===== src/rtl/playseq_pkg.sv =====
// Shared definitions for the PlaySeq sequence playback engine: state codes,
// state width and default phase durations.
package playseq_pkg;

  localparam int ST_W         = 3;
  localparam int T_ON_PADRAO  = 500;
  localparam int T_OFF_PADRAO = 250;

  typedef enum logic [ST_W-1:0] {
    OCIOSO   = 3'd0,
    ENDERECA = 3'd1,
    ACESO    = 3'd2,
    APAGADO  = 3'd3,
    FIM      = 3'd4
  } estado_t;

  function automatic int max_int(input int a, input int b);
    return (a > b) ? a : b;
  endfunction

endpackage


===== src/rtl/playseq_temporizador.sv =====
// Phase timer: up-counter cleared by limpa_i, saturating at limite_i.
// fim_o is high while the count equals limite_i (i.e. after limite_i+1 cycles).
module playseq_temporizador
  import playseq_pkg::*;
#(
  parameter int W = 4
) (
  input  logic         clock,
  input  logic         reset,
  input  logic         limpa_i,
  input  logic [W-1:0] limite_i,
  output logic         fim_o
);

  logic [W-1:0] conta_q;
  logic [W-1:0] conta_d;

  always_comb begin
    conta_d = conta_q;
    if (limpa_i) begin
      conta_d = '0;
    end else if (conta_q != limite_i) begin
      conta_d = conta_q + 1'b1;
    end
  end

  always_ff @(posedge clock or negedge reset) begin
    if (!reset) begin
      conta_q <= '0;
    end else begin
      conta_q <= conta_d;
    end
  end

  assign fim_o = (conta_q == limite_i);

endmodule


===== src/rtl/playseq_exibidor_sequencia.sv =====
// PlaySeq playback engine: walks the sequence memory from 0 to a latched limit,
// lighting each entry for T_ON cycles then a T_OFF dark gap. Optional erro_dado via PLAYSEQ_EXIBIDOR_ERRO_EN.
module playseq_exibidor_sequencia
  import playseq_pkg::*;
#(
  parameter int T_ON   = T_ON_PADRAO,
  parameter int T_OFF  = T_OFF_PADRAO,
  parameter int ADDR_W = 4,
  parameter int DATA_W = 4
) (
  input  logic              clock,
  input  logic              reset,
  input  logic              iniciar,
  input  logic              abortar,
  input  logic [ADDR_W-1:0] ultimo_end,
  output logic [ADDR_W-1:0] mem_endereco,
  input  logic [DATA_W-1:0] mem_dado,
  output logic [DATA_W-1:0] leds,
  output logic              ocupado,
  output logic              pronto,
  output logic [ST_W-1:0]   db_estado
`ifdef PLAYSEQ_EXIBIDOR_ERRO_EN
  ,
  output logic              erro_dado
`endif
);

  localparam int TIM_W = $clog2(max_int(T_ON, T_OFF) + 1);

  estado_t           state_q, state_d;
  logic [ADDR_W-1:0] addr_q, addr_d;
  logic [ADDR_W-1:0] limite_q, limite_d;
  logic [DATA_W-1:0] leds_q, leds_d;
  logic              ocupado_q, pronto_q;
  logic              inicio_aceito;
  logic              entrada_capturada;
  logic              tim_limpa;
  logic              tim_fim;
  logic [TIM_W-1:0]  tim_limite;

  assign tim_limite = (state_q == APAGADO) ? TIM_W'(T_OFF - 1) : TIM_W'(T_ON - 1);

  playseq_temporizador #(
    .W(TIM_W)
  ) u_temporizador (
    .clock    (clock),
    .reset    (reset),
    .limpa_i  (tim_limpa),
    .limite_i (tim_limite),
    .fim_o    (tim_fim)
  );

  always_comb begin
    state_d           = state_q;
    addr_d            = addr_q;
    limite_d          = limite_q;
    leds_d            = leds_q;
    tim_limpa         = 1'b1;
    inicio_aceito     = 1'b0;
    entrada_capturada = 1'b0;

    case (state_q)
      OCIOSO: begin
        leds_d = '0;
        addr_d = '0;
        if (iniciar) begin
          limite_d      = ultimo_end;
          inicio_aceito = 1'b1;
          state_d       = ENDERECA;
        end
      end
      ENDERECA: begin
        leds_d            = mem_dado;
        entrada_capturada = 1'b1;
        state_d           = ACESO;
      end
      ACESO: begin
        tim_limpa = tim_fim;
        if (tim_fim) begin
          leds_d  = '0;
          state_d = APAGADO;
        end
      end
      APAGADO: begin
        leds_d    = '0;
        tim_limpa = tim_fim;
        if (tim_fim) begin
          if (addr_q == limite_q) begin
            state_d = FIM;
          end else begin
            addr_d  = addr_q + 1'b1;
            state_d = ENDERECA;
          end
        end
      end
      FIM: begin
        leds_d  = '0;
        state_d = OCIOSO;
      end
      default: begin
        leds_d  = '0;
        addr_d  = '0;
        state_d = OCIOSO;
      end
    endcase

    // Cancel overrides everything, including a simultaneous start request.
    if (abortar) begin
      state_d           = OCIOSO;
      addr_d            = '0;
      limite_d          = limite_q;
      leds_d            = '0;
      tim_limpa         = 1'b1;
      inicio_aceito     = 1'b0;
      entrada_capturada = 1'b0;
    end
  end

  always_ff @(posedge clock or negedge reset) begin
    if (!reset) begin
      state_q   <= OCIOSO;
      addr_q    <= '0;
      limite_q  <= '0;
      leds_q    <= '0;
      ocupado_q <= 1'b0;
      pronto_q  <= 1'b0;
    end else begin
      state_q   <= state_d;
      addr_q    <= addr_d;
      limite_q  <= limite_d;
      leds_q    <= leds_d;
      ocupado_q <= (state_d == ENDERECA) || (state_d == ACESO) || (state_d == APAGADO);
      pronto_q  <= (state_d == FIM);
    end
  end

  // The memory registers its address, so present next cycle's address; the
  // entry then arrives during ENDERECA and is captured at its exit edge.
  assign mem_endereco = addr_d;
  assign leds         = leds_q;
  assign ocupado      = ocupado_q;
  assign pronto       = pronto_q;
  assign db_estado    = state_q;

`ifdef PLAYSEQ_EXIBIDOR_ERRO_EN
  logic erro_q;

  always_ff @(posedge clock or negedge reset) begin
    if (!reset) begin
      erro_q <= 1'b0;
    end else if (inicio_aceito) begin
      erro_q <= 1'b0;
    end else if (entrada_capturada && ($countones(mem_dado) != 1)) begin
      erro_q <= 1'b1;
    end
  end

  assign erro_dado = erro_q;
`else
  logic unused_sinais;
  assign unused_sinais = inicio_aceito ^ entrada_capturada;
`endif

endmodule


===== config.mk =====
export PLATFORM = sky130hd
export DESIGN_NAME = playseq_exibidor_sequencia
export DESIGN_NICKNAME = d
export VERILOG_FILES = /design/src/rtl/playseq_pkg.sv /design/src/rtl/playseq_temporizador.sv /design/src/rtl/playseq_exibidor_sequencia.sv
export SDC_FILE = /design/constraint.sdc
export NUM_CORES = 1
export LEC_CHECK = 0
export BUFFER_PORTS_ARGS = -buffer_cell sky130_fd_sc_hd__clkbuf_2
export CORE_MARGIN = 10
export CORE_UTILIZATION = 54
export CTS_CLUSTER_DIAMETER = 120
export DETAILED_ROUTE_END_ITERATION = 10
export GPL_TIMING_DRIVEN = 0
export PLACE_DENSITY = 0.78
export SYNTH_ARGS = -nofsm -noshare
export SYNTH_HDL_FRONTEND = slang
export SYNTH_SLANG_ARGS = --single-unit

===== constraint.sdc =====
create_clock -name clock -period 2.1 [get_ports clock]
set_input_delay 0.105 -clock clock [delete_from_list [all_inputs] [get_ports clock]]
set_output_delay 0.105 -clock clock [all_outputs]
set_load 0.005 [all_outputs]

==> out/qor.csv <==
metric,value,unit
io_buffers,24,
drc,0,
required,2.00,ns
powerDensity,525,mW/mm2
skew,0.00566,ns
setup-violations-final,8,
violations,setup timing,
worstSetupPathType,flop to primary output,
core_area,0.00228,mm2
rsz0062_at_grt,yes,
pin_count,25,
layout.nets,196,
slowest_delay,0.42,ns
drv_cap,0,
clkPwrFrac,26.7,%
chipHeight,69.6,um
fmax,447,MHz
overflow,0,
num_antenna_cells,0,
power.internal,714,uW
die-area,0.00484,mm2
synth_common_cells,"26 x dfrtp_1, 14 x nor2_1, 10 x xnor2_1",
postSynthNetCount,141,
synth-compound-area-share,11.2,%
synthMuxAreaShare,5.28,%
antenna_found_initial,0,
yosys_warnings,0,
vias_per_cell,5.85,
power.net_switching,252,uW
dp_hpwl,2.19,mm
critPathCaptureType,primary output,
path_cells,or3b_4 -> mux2_4 -> buf_6 -> nor4_4 -> o31ai_2 -> clkbuf_2,
timing.final.crit_share,106,%
ys.flop_type,dfrtp_1,
slew_viol_final,0,
start_kind,flop,
finalCriticalPeriod,2.24,ns
cp_top_family,simple AND/OR/NAND/NOR gates,
yosysTopAreaCellShare,49.0,%
critPathArrivalTime,2.13,ns
stdcell_area,0.00184,mm2
wirelength,3.72,mm
ant_nets,0,
clkTransAtPathRegs,0.14,ns
hp-class,primary input to flop,
drive_gt1_share,38.7,%
yosysMostFrequentCell,dfrtp_1,
synth_enable_flop_cells,0,
worst_pin_slew,0.633,ns
yosys.area.top_type,dfrtp_1,
grt_pass1_wl,5.76,mm
status,"finished, violations left",
cts-htree-levels,1,
grt_max_degree,27,
netlist_instances,127,
cts.sinks,26,
drt_iter0_drc,108,
hold_violations,0,
ys_types,37,
num_vias,1223,
synth-seq-area-share,49.0,%
worstPathMaxFanout,5,
synthArstFlopShare,100,%
grt_pass1_vias,1249,
crit_slowest_cell,dfrtp_1,
yosys-top-cells-area,"dfrtp_1 49%, xnor2_1 6.6%, nor2_1 4.0%",
fill_cells,141,
slew_headroom,57.8,%
clock_latency,0.33,ns
clock_path_buffers,2,
wl_per_cell,17.8,um
synth-simple-area-share,22.5,%
drt-pass1-iter-count,4,
synth_top_family_by_area,simple AND/OR/NAND/NOR gates,
grt_use_total,13.8,%
pwr-share-comb,16.9,%
syn-mean-instance-area,10.5,um2
switching_share,26.1,%
syn_area,0.00133,mm2
synth_seq_cells,26,
cts-root-buf,clkbuf_4,
placed_cell_area,0.00148,mm2
critPathBufInv,2,
gp_congestion,0.877,
area_growth,38.6,%
synth_xor_area_share,7.92,%
ir_drop,484,uV
dieWidth,69.6,um
setup_slack,-0.136,ns
synth-adder-area-share,1.89,%
numCtsBuffers,3,
cts_tree,built,
initial_core_util,58.3,%
utilization,80.9,%
seq_power_share,56.4,%
placementRows,17,
leakagePower,0.000832,uW
[final timing paths]
| check | start | to | slack (ns) | cells after the start |
|---|---|---|---|---|
| max in group asynchronous | reset | db_estado[2]$_DFF_PN0_ | 1.36 | 2 |
| min in group asynchronous | reset | pronto$_DFF_PN0_ | 0.30 | 2 |
| min reg2reg | leds[1]$_DFFE_PN0P_ | leds[1]$_DFFE_PN0P_ | 0.52 | 1 |
| min | ultimo_end[0] | limite_q[0]$_DFFE_PN0P_ | 0.007 | 2 |
| max reg2reg | db_estado[2]$_DFF_PN0_ | leds[0]$_DFFE_PN0P_ | -0.07 | 7 |
| max | u_temporizador.conta_q[8]$_DFFE_PN0P_ | mem_endereco[3] | -0.14 | 6 |
[area by class of cell]
class / count / area, um2 / share of cell area (%)
multi-input cells: 94 / 736 / 40.0
flip-flops and latches: 26 / 652 / 35.4
repair buffers: 51 / 348 / 18.9
clock buffers: 4 / 36.3 / 1.97
well taps: 28 / 35.0 / 1.90
plain buffers: 2 / 18.8 / 1.02
inverters: 4 / 15.0 / 0.816
[metrics by stage]
stage / cells / setup slack [ns] / power, uW / hold slack [ns] / setup TNS (ns)
global placement: 179 / 0.130 / 672 / 0.146 / 0
global route: 209 / -0.194 / 1010 / 0.0119 / -1.39
CTS: 201 / -0.0654 / 946 / 0.00205 / -0.174
detailed placement: 179 / 0.0928 / 679 / 0.149 / 0
floorplan: 127 / 0.319 / 631 / -0.191 / 0
finish: 209 / -0.136 / 966 / 0.00671 / -0.610
[timing repair]
item,in CTS,in global routing
resized for setup,20,5
hold endpoints to repair,30,2
endpoints found under the setup margin,4,4
hold buffers,5,2
pin swaps,9,7
buffers inserted,14,6
[cell families (layout without fill, tap and decap cells)]
family | Yosys count | after routing
mux | 6 | 6
simple gates | 55 | 55
fa+ha+maj | 2 | 2
buf+inv | 7 | 61
compound gates | 19 | 19
flops | 26 | 26
xor+xnor | 12 | 12
[flip-flops by register name (all words and copies together), names as in the netlist]
signal,flops
ocupado,1
pronto,1
db_estado,3
leds,4
u_temporizador.conta_q,9
limite_q,4
addr_q,4
[power by group through the flow]
| stage | clock [uW] | combinational (uW) | sequential [uW] |
|---|---|---|---|
| 6_report | 258 | 163 | 545 |
| 5_1_grt | 280 | 179 | 549 |
| 4_1_cts | 258 | 142 | 545 |
| 3_5_place_dp | 0 | 125 | 555 |
| 3_3_place_gp | 0 | 120 | 553 |
| 2_1_floorplan | 0 | 79.5 | 551 |
[cell usage in the layout, fill, tap and decap left out, types with 3 or more instances in the layout]
master,Yosys,layout
dfrtp_1,26,25
clkbuf_2,0,23
buf_4,0,19
nor2_1,14,14
xnor2_1,10,10
nand2_1,8,8
dlygate4sd3_1,0,7
nor3_1,5,5
nand4_1,4,4
inv_1,4,4
nand3_1,6,4
mux2_2,4,4
a22o_1,4,4
buf_6,0,3
nor4_1,4,3
a211oi_1,3,3
clkbuf_4,0,3
[layer usage]
metal | vias up | share of wire (%) | GRT usage, %
met5 | - | 0 | 0
met4 | 0 | 1.2 | 4.43
met3 | 7 | 6.4 | 3.42
met2 | 42 | 51 | 24.2
met1 | 595 | 41 | 15.9
li1 | 579 | - | -
No activity file was read; power rests on OpenSTA's default activity.
